### src/rtl/and_gate_bist_if.sv
// Signal bundle between the AND-gate BIST controller and the gate/test harness.
// The slave side is the controller; the master side drives start and the gate output c.
interface and_gate_bist_if;
    logic       start;
    logic       c;
    logic       a;
    logic       b;
    logic       busy;
    logic       done;
    logic       pass;
    logic [3:0] fail_mask;
    logic [1:0] vec_idx;

    modport master (
        output start, c,
        input  a, b, busy, done, pass, fail_mask, vec_idx
    );

    modport slave (
        input  start, c,
        output a, b, busy, done, pass, fail_mask, vec_idx
    );
endinterface

### src/rtl/and_gate_bist.sv
// BIST controller for a 2-input AND gate: walks vectors 00,01,10,11, lets each settle,
// samples c once per vector and reports a per-vector fail mask plus an overall pass flag.
module and_gate_bist #(
    parameter int unsigned SETTLE_CYCLES = 2  // legal range 1..255
) (
    input  logic           clk,
    input  logic           rst_n,
    and_gate_bist_if.slave bus
);

    typedef enum logic [1:0] {IDLE, SETTLE, SAMPLE, DONE} state_t;

    localparam logic [7:0] CNT_LAST = 8'(SETTLE_CYCLES - 1);

    state_t     state_q, state_d;
    logic [7:0] cnt_q, cnt_d;
    logic [1:0] vec_q, vec_d;
    logic       a_q, a_d;
    logic       b_q, b_d;
    logic       busy_q, busy_d;
    logic       done_q, done_d;
    logic       pass_q, pass_d;
    logic [3:0] mask_q, mask_d;

    always_comb begin
        state_d = state_q;
        cnt_d   = cnt_q;
        vec_d   = vec_q;
        a_d     = a_q;
        b_d     = b_q;
        mask_d  = mask_q;
        pass_d  = pass_q;
        busy_d  = 1'b0;
        done_d  = 1'b0;

        unique case (state_q)
            IDLE: begin
                a_d = 1'b0;
                b_d = 1'b0;
                if (bus.start) begin
                    mask_d  = 4'b0000;
                    vec_d   = 2'd0;
                    cnt_d   = 8'd0;
                    pass_d  = 1'b0;
                    state_d = SETTLE;
                end
            end
            SETTLE: begin
                cnt_d = cnt_q + 8'd1;
                if (cnt_q == CNT_LAST) begin
                    state_d = SAMPLE;
                end
            end
            SAMPLE: begin
                // c is only trusted here, after the vector has been held for the full settle time
                if (bus.c != (a_q & b_q)) begin
                    mask_d[vec_q] = 1'b1;
                end
                if (vec_q == 2'd3) begin
                    a_d     = 1'b0;
                    b_d     = 1'b0;
                    pass_d  = (mask_d == 4'b0000);
                    state_d = DONE;
                end else begin
                    vec_d   = vec_q + 2'd1;
                    a_d     = vec_d[1];
                    b_d     = vec_d[0];
                    cnt_d   = 8'd0;
                    state_d = SETTLE;
                end
            end
            DONE: begin
                state_d = IDLE;
            end
            default: begin
                state_d = IDLE;
            end
        endcase

        // Status outputs are registered copies of the state being entered
        busy_d = (state_d == SETTLE) || (state_d == SAMPLE);
        done_d = (state_d == DONE);
    end

    always_ff @(posedge clk) begin
        if (!rst_n) begin
            state_q <= IDLE;
            cnt_q   <= 8'd0;
            vec_q   <= 2'd0;
            a_q     <= 1'b0;
            b_q     <= 1'b0;
            busy_q  <= 1'b0;
            done_q  <= 1'b0;
            pass_q  <= 1'b0;
            mask_q  <= 4'b0000;
        end else begin
            state_q <= state_d;
            cnt_q   <= cnt_d;
            vec_q   <= vec_d;
            a_q     <= a_d;
            b_q     <= b_d;
            busy_q  <= busy_d;
            done_q  <= done_d;
            pass_q  <= pass_d;
            mask_q  <= mask_d;
        end
    end

    assign bus.a         = a_q;
    assign bus.b         = b_q;
    assign bus.busy      = busy_q;
    assign bus.done      = done_q;
    assign bus.pass      = pass_q;
    assign bus.fail_mask = mask_q;
    assign bus.vec_idx   = vec_q;

endmodule

### src/flat_wrapper.sv
// flat-port wrapper written by rule: the top's interface ports become plain ports
module and_gate_bist_flat 
#(
    parameter int unsigned SETTLE_CYCLES = 2                       
)
  (clk, rst_n, bus_start, bus_c, bus_a, bus_b, bus_busy, bus_done, bus_pass, bus_fail_mask, bus_vec_idx);
  and_gate_bist_if bus_i ();
  input  logic clk;
  input  logic rst_n;
  input wire logic [$bits(bus_i.start)-1:0] bus_start;
  input wire logic [$bits(bus_i.c)-1:0] bus_c;
  output wire logic [$bits(bus_i.a)-1:0] bus_a;
  output wire logic [$bits(bus_i.b)-1:0] bus_b;
  output wire logic [$bits(bus_i.busy)-1:0] bus_busy;
  output wire logic [$bits(bus_i.done)-1:0] bus_done;
  output wire logic [$bits(bus_i.pass)-1:0] bus_pass;
  output wire logic [$bits(bus_i.fail_mask)-1:0] bus_fail_mask;
  output wire logic [$bits(bus_i.vec_idx)-1:0] bus_vec_idx;
  assign bus_i.start = bus_start;
  assign bus_i.c = bus_c;
  assign bus_a = bus_i.a;
  assign bus_b = bus_i.b;
  assign bus_busy = bus_i.busy;
  assign bus_done = bus_i.done;
  assign bus_pass = bus_i.pass;
  assign bus_fail_mask = bus_i.fail_mask;
  assign bus_vec_idx = bus_i.vec_idx;
  and_gate_bist #(.SETTLE_CYCLES(SETTLE_CYCLES)) u_core (.clk(clk), .rst_n(rst_n), .bus(bus_i));
endmodule
### config.mk
export PLATFORM = sky130hd
export DESIGN_NAME = and_gate_bist_flat
export DESIGN_NICKNAME = d
export VERILOG_FILES = /design/src/rtl/and_gate_bist_if.sv /design/src/rtl/and_gate_bist.sv /design/src/flat_wrapper.sv
export SDC_FILE = /design/constraint.sdc
export NUM_CORES = 1
export LEC_CHECK = 0
export BUFFER_PORTS_ARGS = -buffer_cell sky130_fd_sc_hd__buf_2
export CORE_AREA = 2 2 49 51
export DETAILED_ROUTE_END_ITERATION = 8
export DIE_AREA = 0 0 51 53
export HOLD_SLACK_MARGIN = 0.02
export PLACE_DENSITY_LB_ADDON = 0.08
export SYNTH_ARGS = -nofsm -noshare
export SYNTH_HDL_FRONTEND = slang
export SYNTH_SLANG_ARGS = --single-unit
### constraint.sdc
create_clock -name clk -period 2.7 [get_ports clk]
set_input_delay 0.27 -clock clk [delete_from_list [all_inputs] [get_ports clk]]
set_output_delay 0.27 -clock clk [all_outputs]
set_load 0.1 [all_outputs]
==> results of run 1 <==
==> kinds of logic (layout without fill, tap and decap cells) <==
group                      Yosys count  count (layout)  share of synthesized area, %
and+or+nand+nor                     50              50                          28.0
DFF                                 21              21                          40.2
AOI/OAI and AO/OA                   19              19                          13.2
buffers and inverters                9              21                          3.35
adders and majority gates            7               7                          8.37
xor gates and xnor gates             7               7                          5.86
muxes                                1               1                          1.08
==> per-layer routing <==
metal / routed length (um) / vias to the layer above
met4: 14 / 0
met1: 967 / 367
met2: 818 / 14
met5: 0 / -
li1: - / 421
met3: 71 / 2
==> worst max path at each step <==
| stage | depth (start not counted) | to | slack (ps) |
|---|---|---|---|
| 2_1_floorplan | 6 | u_core.bus.vec_idx[0] | 640 |
| 3_3_place_gp | 6 | u_core.bus.busy | 900 |
| 3_5_place_dp | 6 | u_core.bus.busy | 850 |
| 4_1_cts | 6 | u_core.bus.busy | 850 |
| 5_1_grt | 6 | u_core.bus.busy | 760 |
| 6_report | 6 | u_core.bus.busy | 870 |
==> registers in the layout (all words and copies together), names as in the netlist <==
name,flops
u_core.bus.fail_mask,4
u_core.cnt_q,8
u_core.bus.a,1
u_core.bus.pass,1
u_core.bus.vec_idx,2
u_core.state_q,2
u_core.bus.done,1
u_core.bus.busy,1
u_core.bus.b,1
==> where the power goes <==
part           leakage (nW)  switching (W)  internal [W]
Combinational         0.291      0.0000424     0.0000215
Clock                0.0150      0.0000905     0.0000576
Sequential            0.170     0.00000807      0.000315
Total                 0.476       0.000141      0.000394
==> layout make-up <==
| type | instances | area (um^2) |
|---|---|---|
| Fill cell | 233 | 995 |
| Sequential cell | 21 | 420 |
| Tap cell | 28 | 35.0 |
| Multi-Input combinational cell | 84 | 591 |
| Inverter | 3 | 11.3 |
| Timing Repair Buffer | 14 | 70.1 |
| Clock buffer | 4 | 26.3 |
==> stage by stage <==
step           setup WS [ps]  util (%)  cell area, um^2  hold WS [ps]
6_report                 873      53.7             1150           316
3_5_place_dp             853      52.5             1130           467
5_1_grt                  765      53.7             1150           314
2_1_floorplan            639         -             1050           439
4_1_cts                  853      53.7             1150           310
3_3_place_gp             902      52.5             1130           466
==> cell usage in the layout, fill, tap and decap left out, types with 2 or more instances in the layout <==
cell / instances
and2_1: 4
a21oi_1: 3
clkbuf_4: 3
nand2b_1: 3
and4_2: 2
a22oi_1: 3
nand3_1: 3
inv_1: 3
xor2_1: 6
nor2_1: 13
dfxtp_1: 21
buf_2: 14
nand2_1: 7
ha_1: 7
a31oi_1: 4
nor2b_1: 8
nand4_1: 3
==> key figures, run 1 <==
Run status
  • Status: complete, no violations

Clocking
  • Clk root buf: clkbuf_4
  • Clock sinks: 21
  • Clock Path Buffers: 2
  • # Post-CTS Setup Buffers: 0
  • Number of CTS-inserted buffers: 3
  • CTS tree: done
  • Htree depth: 1
  • Clock-pin slew on the worst setup and hold paths: 110 ps
  • Hold_buf cts: 0
  • PostCTS Resize Cnt: 0
  • Clock latency on the worst-skew pair: 300 ps

Worst hold path
  • Hold Path Class: in2reg
  • Cells on Worst Hold Path: 2
  • WHS Endpoint: u_core.bus.b
  • HP Start: rst_n

Global routing
  • Total Routing Usage GR: 16.1%
  • GRT overflow: 0
  • Global routing usage on met3: 6.50%
  • Grt met2 use: 22.9%
  • Pin count of the biggest net entering global routing: 15
  • First-pass GRT wire length: 3.24 mm
  • Layer with the highest usage: met2
  • Vias in the first global route: 683
  • Initial antenna violation count: 0
  • M1 GR Usage: 21.9%

Floorplan
  • Top Ports: 15
  • Starting density of the core: 48.7%
  • FP Rows: 17
  • Die ar.: 2700 um^2
  • Die Span X: 51 um
  • Area of the core: 2150 um^2
  • Die extent in y: 53 um

Yosys
  • Register area share after synthesis: 40.2%
  • Yosys top cell by area: dfxtp_1
  • Seq cells post-synth: 21
  • Yosys cell types: 35
  • Post-synth top flop: dfxtp_1
  • Top post-synthesis cells by count: dfxtp_1 (21), nor2_1 (13), nor2b_1 (8), ha_1 (7), nand2_1 (7)
  • Mapped cell area: 1050 um^2
  • Post-synthesis instance total: 114
  • Synth Warn #: 0
  • Top area cells in the synthesized netlist: dfxtp_1 (40%), ha_1 (8.4%), xor2_1 (5.0%)
  • Post-synth top area share: 40.2%
  • Post-synth EDFFs: 0
  • Top-count cell post-synth: dfxtp_1
  • Syn nets: 125
  • Asr flop ratio synth: 0%
  • Mean post-synth cell area: 9.18 um^2

Critical path
  • CP Capture Type: flip-flop
  • Reg2Reg Depth: 6
  • CP Class: reg2reg
  • WP data arrival: 2030 ps
  • Max FO, Critical Path: 5
  • Startpoint Class: flip-flop
  • Crit-path most repeated cell: ha_1
  • RR Startpoint: u_core.cnt_q[0]
  • Slowest cell on the critical path: or4b_4
  • RR Endpoint: u_core.bus.busy
  • Largest delay contributor family on the critical path: simple AND/OR/NAND/NOR gates
  • CP Launch Point: u_core.cnt_q[0]
  • Worst path cell trace: ha_1 -> or4b_4 -> nor4_4 -> a22o_4 -> ha_1 -> and2_1
  • Worst stage delay on the critical path: 460 ps
  • WP data required: 2910 ps
  • Reg2Reg Setup Slack: 870 ps
  • Buffers & Inverters on Critical Path: 0

Drt
  • Total wire length: 1.87 mm
  • DRT iter0 DRCs: 2
  • Via/cell ratio: 5.22
  • DR vias: 804
  • Routed Antenna Nets: 0
  • DR WL/cell: 12.2 um
  • # DRC: 0
  • Drt pass-1 iters: 5

Final layout
  • Ant. Diodes: 0
  • Layout Cells excl Fill: 154
  • Final #Nets: 138
  • Share of layout cells above drive strength 1: 19.8%
  • Area delta synth->final: 10.3%

Placed design
  • Post-detail-place hpwl: 1.42 mm
  • Cells after DPL: 150
  • IO Port Bufs: 14
  • Gpl congestion: 0.758

Pwr
  • Total power: 0.000535 W
  • Leakage: 0.476 nW
  • Peak VDD IR: 444 uV
  • PD cells: 464 nW/um^2

Timing
  • Clk_skew: 2.40 ps
  • Setup Viol. Count Final: 0
  • Final period util: 67.7%
  • Min cycle time layout: 1830 ps
  • Final Hold Fails: 0
  • Fin Setup TNS: 0 ps
  • Slew Viols, Final: 0
  • Worst-Margin Slew: 580 ps
  • Worst slew margin: 61.3%
  • RSZ-0062 raised after global routing: false
  • Max Clk Rate: 547 MHz

Flow run
  • Max Cap Violations: 0
No activity file was read; power rests on OpenSTA's default activity.
==> run 2, diff against run 1 <==
--- a/config.mk
+++ b/config.mk
@@ -6,9 +6,9 @@
 export NUM_CORES = 1
 export LEC_CHECK = 0
 export BUFFER_PORTS_ARGS = -buffer_cell sky130_fd_sc_hd__buf_2
-export CORE_AREA = 2 2 49 51
+export CORE_AREA = 2 2 50 52
 export DETAILED_ROUTE_END_ITERATION = 8
-export DIE_AREA = 0 0 51 53
+export DIE_AREA = 0 0 52 54
 export HOLD_SLACK_MARGIN = 0.02
 export PLACE_DENSITY_LB_ADDON = 0.08
 export SYNTH_ARGS = -nofsm -noshare
==> constraint.sdc (replaced) <==
create_clock -name clk -period 1.6 [get_ports clk]
set_input_delay 0.16 -clock clk [delete_from_list [all_inputs] [get_ports clk]]
set_output_delay 0.16 -clock clk [all_outputs]
set_load 0.1 [all_outputs]
==> run 2 against run 1 <==
The flow now finishes with violations (negative setup slack). Count of clock-buffer cells in the layout did not move. Register-to-register slack lost 1000 ps. Total power up 73%. Sequential share of layout area fell by 0.88 points. Largest power group unchanged. Global-route usage grew 0.20 points. Non-clock buffer count grew 6. Worst hold slack got worse by 120 ps. Routed wire length rose by 9.3%. First-iteration DRC count grew to 9.5 times the previous value. Clock power up 78%. Critical endpoint unchanged. Clock skew increased by 2.4 ps.
==> key figures, run 2 (synthesis gave the netlist of run 1 again) <==
Run status
  • Status: complete, but fails checks
  • Failing checks: negative setup slack

Drt
  • DR vias: 812
  • Drt pass-1 iters: 4
  • DRT iter0 DRCs: 19
  • Routed Antenna Nets: 0
  • Total wire length: 2.05 mm
  • Via/cell ratio: 5.01
  • DR WL/cell: 12.6 um
  • # DRC: 0

Global routing
  • Total Routing Usage GR: 16.3%
  • Initial antenna violation count: 0
  • Pin count of the biggest net entering global routing: 15
  • GRT overflow: 0
  • Vias in the first global route: 735
  • First-pass GRT wire length: 3.34 mm

Critical path
  • WP data arrival: 1990 ps
  • CP Capture Type: flip-flop
  • Max FO, Critical Path: 2
  • CP Class: reg2reg
  • Startpoint Class: flip-flop
  • WP data required: 1810 ps

Final layout
  • Layout Cells excl Fill: 162
  • Cell area after layout: 1220 um^2
  • Most frequent cells in the layout: dfxtp_1 (15), buf_2 (14), nor2_1 (13)
  • Most flops, register: u_core.cnt_q
  • Share of layout cells above drive strength 1: 28.8%
  • Fillers: 230
  • Final #Nets: 144
  • Area delta synth->final: 16.4%
  • Commonest non-fill, non-tap cell in the layout: dfxtp_1
  • Number of flip-flops in the largest register: 8
  • Ant. Diodes: 0

Timing
  • Clk_skew: 4.83 ps
  • Max Clk Rate: 563 MHz
  • Slew Viols, Final: 0
  • Final Hold Fails: 0
  • Min cycle time layout: 1780 ps
  • Worst setup margin: -177 ps
  • Worst-Margin Slew: 486 ps
  • RSZ-0062 raised after global routing: true
  • Final period util: 111%
  • Setup Viol. Count Final: 2
  • Worst slew margin: 67.8%
  • Hold WS: 194 ps

Worst hold path
  • Hold Path Class: in2reg

Clocking
  • Number of CTS-inserted buffers: 3
  • Clock-pin slew on the worst setup and hold paths: 120 ps
  • Htree depth: 1
  • Clock latency on the worst-skew pair: 310 ps
  • Clock Path Buffers: 2
  • PostCTS Resize Cnt: 0
  • CTS tree: done
  • Clk root buf: clkbuf_4
  • # Post-CTS Setup Buffers: 0
  • Clock sinks: 21

Floorplan
  • Die Span X: 52 um
  • Die ar.: 2810 um^2
  • FP Rows: 18
  • Top Ports: 15
  • Die extent in y: 54 um
  • Starting density of the core: 45.1%
  • Area of the core: 2320 um^2

Pwr
  • PD cells: 759 nW/um^2
  • Peak VDD IR: 518 uV
  • Leakage: 0.512 nW

Placed design
  • Gpl congestion: 0.918
  • Cells after DPL: 158
  • Post-detail-place hpwl: 1.50 mm
  • Pre-CTS WS: -164 ps
  • IO Port Bufs: 14
  • Instance area after placement: 1190 um^2

Flow run
  • Max Cap Violations: 0
[run 2: cell count changes in the layout (fill, tap and decap cells not counted)]
cell,delta
o21ai_2,+1
dfxtp_1,-6
buf_4,+6
o21ai_1,-1
dfxtp_4,+2
dfxtp_2,+4
[run 2: worst max-delay path, stage by stage (launching register included)]
cell     delay (ps)
dfxtp_2         340
inv_1            40
ha_1            120
or4b_4          460
nor4_4          210
a22o_4          160
ha_1            210
and2_1          130
[run 2: layout make-up]
cell class / count / area (um^2) / area share [%]
multi-input combinational: 84 / 594 / 48.8
sequential: 21 / 433 / 35.6
timing repair buffer: 20 / 115 / 9.46
tap: 30 / 37.5 / 3.08
clock buffer: 4 / 26.3 / 2.16
inverter: 3 / 11.3 / 0.925
[run 2: final timing paths]
path	startpoint	end	slack (ps)	cells past startpoint
setup / recovery	u_core.cnt_q[1]	u_core.bus.busy	-180	7
hold / removal	rst_n	u_core.bus.b	190	2
setup reg to reg	u_core.cnt_q[1]	u_core.bus.busy	-180	7
hold reg to reg	u_core.bus.pass	u_core.bus.pass	480	2
[run 2: timing repair]
| action | in CTS | in global routing |
|---|---|---|
| endpoints found under the hold margin | 0 | 0 |
| pin swaps | 0 | 0 |
| setup endpoints to repair | 2 | 3 |
| hold buffers | 0 | 0 |
[run 2: where the power goes]
group	internal, W	switching [W]	total [W]
Sequential	0.000530	0.0000101	0.000540
Clock	0.0000974	0.000166	0.000263
Combinational	0.0000431	0.0000779	0.000121
Total	0.000670	0.000254	0.000924
[run 2: stage by stage]
| step | power [W] | util [%] | TNS (ps) |
|---|---|---|---|
| detailed placement | 0.000673 | 51.3 | -232 |
| global route | 0.000968 | 52.5 | -454 |
| floorplan | 0.000644 | - | -135 |
| CTS | 0.000936 | 52.5 | -303 |
| finish | 0.000924 | 52.5 | -254 |
| global placement | 0.000671 | 51.3 | -215 |
[run 2: layer usage]
metal | track usage (%) | part of all wire [%] | up-vias
met5 | 0 | 0 | -
met4 | 9.21 | 1.9 | 0
met1 | 22.3 | 52 | 368
met3 | 2.50 | 2.4 | 4
li1 | - | - | 430
met2 | 24.5 | 43 | 10
